==> src/rtl/rtc_day_counter_pkg.sv <==
// Shared constants and helpers for the real-time-clock day counter.
//   SEC_MAX/MIN_MAX/HR_MAX/DOW_MAX : last legal value of each field
//   HR12_NOON                      : hour at which the 12-hour view flips to PM
//   hr_to_12h                      : maps a 24-hour value to {pm, hr_disp}
package rtc_pkg;

    localparam int unsigned SEC_MAX   = 59;
    localparam int unsigned MIN_MAX   = 59;
    localparam int unsigned HR_MAX    = 23;
    localparam int unsigned DOW_MAX   = 6;
    localparam int unsigned HR12_NOON = 12;

    typedef struct packed {
        logic       pm;
        logic [4:0] hr_disp;
    } hr12_t;

    function automatic hr12_t hr_to_12h(input logic [4:0] hr);
        hr12_t r;
        if (hr == 5'd0) begin
            r.pm      = 1'b0;
            r.hr_disp = 5'(HR12_NOON);
        end else if (hr < 5'(HR12_NOON)) begin
            r.pm      = 1'b0;
            r.hr_disp = hr;
        end else if (hr == 5'(HR12_NOON)) begin
            r.pm      = 1'b1;
            r.hr_disp = 5'(HR12_NOON);
        end else begin
            r.pm      = 1'b1;
            r.hr_disp = hr - 5'(HR12_NOON);
        end
        return r;
    endfunction

endpackage

==> src/rtl/rtc_day_counter_if.sv <==
// Time-load handshake between a host (master) and the clock (slave).
//   set_valid : load request, sampled on a clk edge
//   set_hr/set_min/set_sec : requested time (24-hour)
//   set_err   : one-cycle pulse from the clock when a request was out of range
interface rtc_day_counter_if;

    logic       set_valid;
    logic [4:0] set_hr;
    logic [5:0] set_min;
    logic [5:0] set_sec;
    logic       set_err;

    modport master (
        output set_valid, set_hr, set_min, set_sec,
        input  set_err
    );

    modport slave (
        input  set_valid, set_hr, set_min, set_sec,
        output set_err
    );

endinterface

==> src/rtl/rtc_day_counter_mod_n_counter.sv <==
// Modulo-N counter with synchronous load, used for each time field.
//   clk, rst  : clock, asynchronous active-low reset (to RESET_VAL)
//   inc       : advance by one this cycle
//   load      : take load_val this cycle (wins over inc)
//   count     : current value 0..N-1
//   wrap      : combinational; high when this cycle's inc takes N-1 back to 0
module mod_n_counter #(
    parameter int unsigned N         = 60,
    parameter int unsigned W         = 6,
    parameter int unsigned RESET_VAL = 0
) (
    input  logic         clk,
    input  logic         rst,
    input  logic         inc,
    input  logic         load,
    input  logic [W-1:0] load_val,
    output logic [W-1:0] count,
    output logic         wrap
);

    logic [W-1:0] count_q, count_d;

    always_comb begin
        wrap    = inc && !load && (count_q == W'(N - 1));
        count_d = count_q;
        if (load) begin
            count_d = load_val;
        end else if (inc) begin
            count_d = wrap ? '0 : count_q + W'(1);
        end
    end

    always_ff @(posedge clk or negedge rst) begin
        if (!rst) begin
            count_q <= W'(RESET_VAL);
        end else begin
            count_q <= count_d;
        end
    end

    assign count = count_q;

endmodule

==> src/rtl/rtc_day_counter.sv <==
// Time-of-day plus day-count timebase: tick prescaler, sec/min/hr cascade,
// day-of-week and free-running elapsed-day counter.
//   clk, rst      : system clock, asynchronous active-low reset
//   en            : run enable; 0 freezes prescaler and counters
//   mode_12h      : selects 12-hour view on hr_disp/pm
//   set_bus       : time-load handshake (slave side)
//   sec/min/hr    : current time, hr always 24-hour
//   hr_disp, pm   : display hour and PM flag (combinational)
//   dow           : day of week 0..6
//   day_count     : elapsed days, wraps silently
//   *_pulse       : one-cycle strobes, high while the new value is visible
module rtc_day_counter
    import rtc_pkg::*;
#(
    parameter int unsigned TICK_DIV  = 100000000,
    parameter int unsigned DAY_W     = 16,
    parameter int unsigned DOW_RESET = 0
) (
    input  logic                 clk,
    input  logic                 rst,
    input  logic                 en,
    input  logic                 mode_12h,
    rtc_day_counter_if.slave     set_bus,
    output logic [5:0]           sec,
    output logic [5:0]           min,
    output logic [4:0]           hr,
    output logic [4:0]           hr_disp,
    output logic                 pm,
    output logic [2:0]           dow,
    output logic [DAY_W-1:0]     day_count,
    output logic                 sec_pulse,
    output logic                 min_pulse,
    output logic                 hr_pulse,
    output logic                 day_pulse
);

    localparam int unsigned PRESC_W = $clog2(TICK_DIV);

    logic [PRESC_W-1:0] presc_q, presc_d;
    logic [DAY_W-1:0]   day_count_q, day_count_d;
    logic               sec_pulse_q, min_pulse_q, hr_pulse_q, day_pulse_q;
    logic               set_err_q, set_err_d;

    logic  set_ok, load, advance, tick;
    logic  sec_wrap, min_wrap, hr_wrap, dow_wrap_unused;
    hr12_t h12;

    always_comb begin
        set_ok = (set_bus.set_hr  <= 5'(HR_MAX))
              && (set_bus.set_min <= 6'(MIN_MAX))
              && (set_bus.set_sec <= 6'(SEC_MAX));
        load   = set_bus.set_valid && set_ok;
        // Any load request, accepted or rejected, stalls the timebase for the
        // cycle: an accepted one overrides the tick, a rejected one must leave
        // all state untouched.
        advance = en && !set_bus.set_valid;
        tick    = advance && (presc_q == PRESC_W'(TICK_DIV - 1));

        presc_d = presc_q;
        if (load) begin
            presc_d = '0;
        end else if (advance) begin
            presc_d = tick ? '0 : presc_q + PRESC_W'(1);
        end

        day_count_d = hr_wrap ? day_count_q + DAY_W'(1) : day_count_q;
        set_err_d   = set_bus.set_valid && !set_ok;
    end

    mod_n_counter #(.N(SEC_MAX + 1), .W(6), .RESET_VAL(0)) u_sec (
        .clk(clk), .rst(rst), .inc(tick), .load(load),
        .load_val(set_bus.set_sec), .count(sec), .wrap(sec_wrap)
    );

    mod_n_counter #(.N(MIN_MAX + 1), .W(6), .RESET_VAL(0)) u_min (
        .clk(clk), .rst(rst), .inc(sec_wrap), .load(load),
        .load_val(set_bus.set_min), .count(min), .wrap(min_wrap)
    );

    mod_n_counter #(.N(HR_MAX + 1), .W(5), .RESET_VAL(0)) u_hr (
        .clk(clk), .rst(rst), .inc(min_wrap), .load(load),
        .load_val(set_bus.set_hr), .count(hr), .wrap(hr_wrap)
    );

    mod_n_counter #(.N(DOW_MAX + 1), .W(3), .RESET_VAL(DOW_RESET)) u_dow (
        .clk(clk), .rst(rst), .inc(hr_wrap), .load(1'b0),
        .load_val(3'd0), .count(dow), .wrap(dow_wrap_unused)
    );

    always_ff @(posedge clk or negedge rst) begin
        if (!rst) begin
            presc_q     <= '0;
            day_count_q <= '0;
            sec_pulse_q <= 1'b0;
            min_pulse_q <= 1'b0;
            hr_pulse_q  <= 1'b0;
            day_pulse_q <= 1'b0;
            set_err_q   <= 1'b0;
        end else begin
            presc_q     <= presc_d;
            day_count_q <= day_count_d;
            sec_pulse_q <= tick;
            min_pulse_q <= sec_wrap;
            hr_pulse_q  <= min_wrap;
            day_pulse_q <= hr_wrap;
            set_err_q   <= set_err_d;
        end
    end

    always_comb begin
        h12 = hr_to_12h(hr);
        if (mode_12h) begin
            hr_disp = h12.hr_disp;
            pm      = h12.pm;
        end else begin
            hr_disp = hr;
            pm      = 1'b0;
        end
    end

    assign day_count       = day_count_q;
    assign sec_pulse       = sec_pulse_q;
    assign min_pulse       = min_pulse_q;
    assign hr_pulse        = hr_pulse_q;
    assign day_pulse       = day_pulse_q;
    assign set_bus.set_err = set_err_q;

endmodule
==> src/flat_wrapper.sv <==
// flat-port wrapper written by rule: the top's interface ports become plain ports
module rtc_day_counter_flat import rtc_pkg::*;
#(
    parameter int unsigned TICK_DIV  = 100000000,
    parameter int unsigned DAY_W     = 16,
    parameter int unsigned DOW_RESET = 0
)
  (clk, rst, en, mode_12h, sec, min, hr, hr_disp, pm, dow, day_count, sec_pulse, min_pulse, hr_pulse, day_pulse, set_bus_set_valid, set_bus_set_hr, set_bus_set_min, set_bus_set_sec, set_bus_set_err);
  rtc_day_counter_if set_bus_i ();
  input  logic clk;
  input  logic rst;
  input  logic en;
  input  logic mode_12h;
  output logic [5:0] sec;
  output logic [5:0] min;
  output logic [4:0] hr;
  output logic [4:0] hr_disp;
  output logic pm;
  output logic [2:0] dow;
  output logic [DAY_W-1:0] day_count;
  output logic sec_pulse;
  output logic min_pulse;
  output logic hr_pulse;
  output logic day_pulse;
  input wire logic [$bits(set_bus_i.set_valid)-1:0] set_bus_set_valid;
  input wire logic [$bits(set_bus_i.set_hr)-1:0] set_bus_set_hr;
  input wire logic [$bits(set_bus_i.set_min)-1:0] set_bus_set_min;
  input wire logic [$bits(set_bus_i.set_sec)-1:0] set_bus_set_sec;
  output wire logic [$bits(set_bus_i.set_err)-1:0] set_bus_set_err;
  assign set_bus_i.set_valid = set_bus_set_valid;
  assign set_bus_i.set_hr = set_bus_set_hr;
  assign set_bus_i.set_min = set_bus_set_min;
  assign set_bus_i.set_sec = set_bus_set_sec;
  assign set_bus_set_err = set_bus_i.set_err;
  rtc_day_counter #(.TICK_DIV(TICK_DIV), .DAY_W(DAY_W), .DOW_RESET(DOW_RESET)) u_core (.clk(clk), .rst(rst), .en(en), .mode_12h(mode_12h), .set_bus(set_bus_i), .sec(sec), .min(min), .hr(hr), .hr_disp(hr_disp), .pm(pm), .dow(dow), .day_count(day_count), .sec_pulse(sec_pulse), .min_pulse(min_pulse), .hr_pulse(hr_pulse), .day_pulse(day_pulse));
endmodule
==> config.mk <==
export PLATFORM = sky130hd
export DESIGN_NAME = rtc_day_counter_flat
export DESIGN_NICKNAME = d
export VERILOG_FILES = /design/src/rtl/rtc_day_counter_pkg.sv /design/src/rtl/rtc_day_counter_if.sv /design/src/rtl/rtc_day_counter_mod_n_counter.sv /design/src/rtl/rtc_day_counter.sv /design/src/flat_wrapper.sv
export SDC_FILE = /design/constraint.sdc
export NUM_CORES = 1
export LEC_CHECK = 0
export ABC_AREA = 1
export BUFFER_PORTS_ARGS = -buffer_cell sky130_fd_sc_hd__buf_2
export CORE_MARGIN = 8
export CORE_UTILIZATION = 39
export DETAILED_ROUTE_END_ITERATION = 10
export GPL_ROUTABILITY_DRIVEN = 0
export PLACE_DENSITY = 0.68
export SYNTH_ARGS = -nofsm -noshare
export SYNTH_HDL_FRONTEND = slang
export SYNTH_SLANG_ARGS = --single-unit
==> constraint.sdc <==
create_clock -name clk -period 1.94 [get_ports clk]
set_input_delay 0.194 -clock clk [delete_from_list [all_inputs] [get_ports clk]]
set_output_delay 0.194 -clock clk [all_outputs]
set_load 0.05 [all_outputs]
## After elaboration in Yosys (flattened, before gate mapping)

Cells that the tools add are included.

- Register bits after elaboration: 68
- Output and inout port bits: 47
- Logic and storage cells: 67

- Add/subtract/negate cells: 7
- $lt $le $gt $ge: 4
- Equality and inequality tests: 6
- Multiplexer cells: 18
- Reduce and logical (&&, ||, !) cells: 21

Operators with widths:

| operator | number |
|---|---|
| 27-bit two-way mux | 3 |
| 6-bit two-way mux | 8 |
| 27-bit by 1-bit adder with 27-bit output, second input constant | 1 |
| 27-bit == test, second input constant | 1 |
| 5-bit two-way mux | 5 |
| 16-bit by 1-bit adder with 16-bit output, second input constant | 1 |
| 1-bit logical AND | 13 |
| 6-bit by 1-bit adder with 6-bit output, second input constant | 2 |
| 6-bit == test, second input constant | 2 |
| 6-bit <= comparator, second input constant | 2 |
| 2-bit nonzero test | 4 |
| 5-bit by 1-bit adder with 5-bit output, second input constant | 1 |
| 5-bit by 4-bit == test with 1-bit output, second input constant | 1 |
| 5-bit == test, second input constant | 1 |
| 5-bit <= comparator, second input constant | 1 |
| 5-bit logical NOT | 1 |
| 5-bit by 4-bit < comparator with 1-bit output, second input constant | 1 |
| 5-bit by 4-bit subtractor with 5-bit output, second input constant | 1 |
| 3-bit by 1-bit adder with 3-bit output, second input constant | 1 |
| 3-bit == test, second input constant | 1 |
| 1-bit logical NOT | 3 |
| 3-bit two-way mux | 1 |
| 1-bit two-way mux | 1 |

## Longest topological paths before layout

- Word-level depth: 14
- Gate-level depth with buffers: 12

## Modules after synthesis

From an unflattened synthesis, not the netlist that was laid out.

- Cell total of the unflattened synthesis: 608
- Area, all modules: 4484.3 um^2

Modules (own cells, without submodules):

| module | instances | cells each | area each (um^2) | sequential area each (um^2) |
|---|---|---|---|---|
| rtc_day_counter | 1 | 427 | 3096.7 | 1201.2 |
| mod_n_counter (u_core.u_min ...) | 2 | 55 | 434.2 | 150.1 |
| mod_n_counter (u_core.u_hr) | 1 | 39 | 304.0 | 125.1 |
| mod_n_counter (u_core.u_dow) | 1 | 32 | 215.2 | 75.1 |

## Least setup slack after synthesis

No wires, ideal clock.

- Path type: register to output
- From: reg u_core.u_hr.count_q[2] (netlist: u_core.u_hr.count[2])
- To: out hr_disp[4]
- Arrival time: 2.159 ns
- Required time: 1.746 ns
- Slack: -0.413 ns
- Cell stages (with the launch flop): 8
- Buffers on the path: 0
- Cells stage by stage: dfrtp_1 -> inv_1 -> ha_1 -> nand2_1 -> nor2_1 -> inv_1 -> nand3_1 -> o22ai_1

- Word-level cells in the longest chain between the ends: 5
- Elaborated cells between the ends (all ways): 8

Ends and longest elaborated chain:

| what | line | RTL |
|---|---|---|
| start: declaration | rtc_day_counter_mod_n_counter.sv:21 | `logic [W-1:0] count_q, count_d;` |
| start signal: assignment | rtc_day_counter_mod_n_counter.sv:35 | `count_q <= W'(RESET_VAL);` |
| start signal: assignment | rtc_day_counter_mod_n_counter.sv:37 | `count_q <= count_d;` |
| 5-bit by 4-bit subtractor with 5-bit output / 5-bit by 4-bit == test with 1-bit output (equally long branches) | rtc_day_counter_pkg.sv:31, rtc_day_counter_pkg.sv:26 |  |
| 5-bit two-way mux | rtc_day_counter_pkg.sv:26 | `end else if (hr == 5'(HR12_NOON)) begin` |
| 6-bit two-way mux | rtc_day_counter_pkg.sv:23 | `end else if (hr < 5'(HR12_NOON)) begin` |
| 6-bit two-way mux * | rtc_day_counter_pkg.sv:20 | `if (hr == 5'd0) begin` |
| 5-bit two-way mux * | rtc_day_counter.sv:112 | `if (mode_12h) begin` |
| end: declaration | flat_wrapper.sv:17 | `output logic [4:0] hr_disp;` |

Every way passes the cells marked *; elsewhere a longest branch is shown, timed or not.

## Final worst setup path

- From: reg u_core.u_hr.count_q[3] (netlist: u_core.u_hr.count[3])
- To: out hr_disp[0]

- Word-level cells in the longest chain between the ends: 5
- Elaborated cells between the ends (all ways): 7

Ends and longest elaborated chain:

| what | line |
|---|---|
| parallel branches: the longest is 3 deep, another holds 5-bit by 4-bit < comparator with 1-bit output | n/a |
| 6-bit two-way mux * | rtc_day_counter_pkg.sv:20 |
| 5-bit two-way mux * | rtc_day_counter.sv:112 |

Every way passes the cells marked *.

==> reports/qor.txt <==
Die W: 120 um
RSZ-0062 raised after global routing: yes
Skew final: 7.18 ps
Arr. time, crit path: 1780 ps
CP max FO: 3
Worst hold slack: 76.1 ps
Post-Synthesis Cells: 606
Root Buffer: clkbuf_8
Fill count: 1013
First-pass GRT wire length: 19800 um
F_max: 0.507 GHz
DIE AREA: 0.0145 mm^2
Input/output buffers: 68
Avg Vias per Cell: 5.14
Dpl cell area: 0.00495 mm^2
Max-Cap Viols: 0
Share of cells above drive strength 1: 25.8%
Inst Count DP: 826
Initial antenna violation count: 1
Starting Density: 39.5%
First drt pass iteration count: 5
Tightest Pin Transition: 561 ps
Nets: 748
Core Rows: 38
Max_slew headroom: 62.6%
Worst-path clk slew: 80 ps
Setup violators final: 2
Total grt overflow: 0
Startpoint Class: register
Post-layout util: 51.5%
GR Util All Layers: 16.4%
CTS tree: yes
Fin. Hold Viols: 0
ANT nets after route: 0
Design area: 0.00553 mm^2
Worst setup margin: -31.5 ps
Core outline area: 0.0107 mm^2
Worst-Skew Late Latency: 340 ps
Worst IR drop on VDD: 0.448 mV
H-tree Lvls: 3
Synth unique cells: 35
Syn Nets: 639
Seq cells post-synth: 68
TNS Setup: -55.0 ps
Worst Path Required: 1750 ps
Routed len/inst: 14.5 um
Gr busiest metal: met2
Pin count of the biggest net entering global routing: 39
Top Ports: 69
Vias in the first global route: 4199
DP Worst Slack: 20.5 ps
Power Density: 708 mW/mm^2
Total power: 3.92 mW
Hold Crit Class: in2reg
Num CTS Buffers: 9
Fin cells: 861
Crit Path Class: reg2out
Met1 Use GR: 21.5%
CTS max path bufs: 2
Status: finished, violations left
Sequential element share of the synthesized area: 40.1%
DIE HEIGHT: 120 um
Mean Syn Cell Area: 7.01 um^2
Failing checks: setup timing
Number of remaining DRC errors: 0
Final period util: 102%
Initial drt markers: 321
Vias: 4426
Detail Placement HPWL: 8730 um
Max Slew Vio Count: 0
Synth-to-Final Area Change: 30.2%
Minimum clock period: 1970 ps
Critical Path End Type: output pin
P_leak: 2.68 nW
Synthesis warning total: 0
Met2 Usage GRT: 25.7%
Met3 Track Usage GR: 4.06%
Clk sinks: 68
Final WL: 12500 um
Mapped Area: 0.00425 mm^2
## state kept, by name, summed over array words and instances, names as in the netlist, 3 cells and up
signal              flops
u_core.u_hr.count       5
u_core.presc_q         27
u_core.u_sec.count      6
u_core.u_dow.count      3
u_core.u_min.count      6
u_core.day_count       16
## kinds of logic after synthesis
logic type / count (synthesis) / synth area share (%)
DFF: 68 / 40.1
adders and majority gates: 11 / 3.24
AOI/OAI and AO/OA: 62 / 7.95
xor gates and xnor gates: 18 / 3.71
and+or+nand+nor: 358 / 36.9
buffers and inverters: 89 / 8.13
## worst paths after layout
path | slack (ps) | to | start | cells past startpoint
max | -30 | hr_disp[0] | u_core.u_hr.count[3]$_DFFE_PN0P_ | 6
min | 80 | u_core.u_hr.count[0]$_DFFE_PN0P_ | set_bus_set_hr[0] | 3
max reg2reg | 80 | u_core.day_count[0]$_DFFE_PN0P_ | u_core.presc_q[1]$_DFFE_PN0P_ | 12
min reg2reg | 510 | u_core.presc_q[5]$_DFFE_PN0P_ | u_core.presc_q[5]$_DFFE_PN0P_ | 1
max in group asynchronous | 960 | u_core.day_count[12]$_DFFE_PN0P_ | rst | 3
min in group asynchronous | 370 | u_core.u_sec.count[4]$_DFFE_PN0P_ | rst | 2
## layout make-up
cell class	count	area, um^2	area share (%)
Antenna cell	1	2.50	0.0452
Clock buffer	12	145	2.62
Clock inverter	4	25.0	0.452
Inverter	81	319	5.77
Multi-Input combinational cell	449	2460	44.4
Sequential cell	68	1710	31.0
Tap cell	140	175	3.17
Timing Repair Buffer	106	696	12.6
## synth_stat cells
library cell | number | area, um^2
nand3_2 | 1 | 10.0
and3_1 | 2 | 12.5
o31ai_1 | 2 | 15.0
buf_6 | 1 | 11.3
nand2_1 | 171 | 642
nand3b_1 | 1 | 7.51
nand4_1 | 18 | 113
nor2_8 | 1 | 20.0
ha_1 | 11 | 138
clkinv_1 | 1 | 3.75
o21a_1 | 1 | 7.51
o211ai_1 | 4 | 30.0
nor2_1 | 76 | 285
o22ai_1 | 1 | 6.26
o21ai_0 | 22 | 110
o21ai_1 | 13 | 65.1
dfrtp_1 | 68 | 1700
nand2_4 | 1 | 11.3
a21boi_0 | 1 | 7.51
nand3_4 | 1 | 17.5
xor2_1 | 16 | 140
nand3_1 | 61 | 305
clkbuf_1 | 4 | 15.0
inv_1 | 69 | 259
nor2_2 | 5 | 31.3
buf_2 | 3 | 15.0
nor2_4 | 1 | 11.3
inv_2 | 11 | 41.3
nor3_1 | 14 | 70.1
nand2_2 | 3 | 18.8
xnor2_1 | 2 | 17.5
a31oi_1 | 2 | 12.5
a21oi_1 | 15 | 75.1
a22o_1 | 1 | 8.76
or2_2 | 2 | 12.5
## layer usage
layer	routed length [um]	vias to the layer above
met5	0	-
met4	435	0
met3	921	34
met2	5740	174
met1	5400	2046
li1	-	2172
## worst max-delay path, cell delays in order (launching register included)
cell     delay [ps]
dfrtp_2         400
buf_6           150
ha_4            180
nand2_4          80
o31ai_4         360
a21oi_4          90
buf_6           160
## where the power goes
part	internal [mW]	total [mW]	leakage, nW	switching (mW)
sequential	1.51	1.63	0.883	0.119
combinational	0.427	1.23	1.71	0.802
clock	0.496	1.06	0.0824	0.567
## cell usage in the layout (no fill, tap or decap), drive strengths merged, types with 2 or more instances in the layout
cell        n
a31oi       2
or2         2
o211ai      4
and3        2
xor2       16
inv        80
o21ai      35
dfrtp      68
nor2       83
clkinvlp    2
a21oi      15
o31ai       2
nand4      18
xnor2       2
ha         11
nand2     175
clkinv      3
clkbuf     13
nor3       14
nand3      63
buf       104
## repair_timing
| item | CTS | global route |
|---|---|---|
| hold buffers | 1 | 0 |
| setup endpoints to repair | 6 | 48 |
| resized for setup | 31 | 41 |
| buffers inserted | 9 | 8 |
| cloned | 0 | 0 |
| pin swaps | 4 | 7 |
| endpoints found under the hold margin | 19 | 0 |
(Power assumes the default switching activity.)
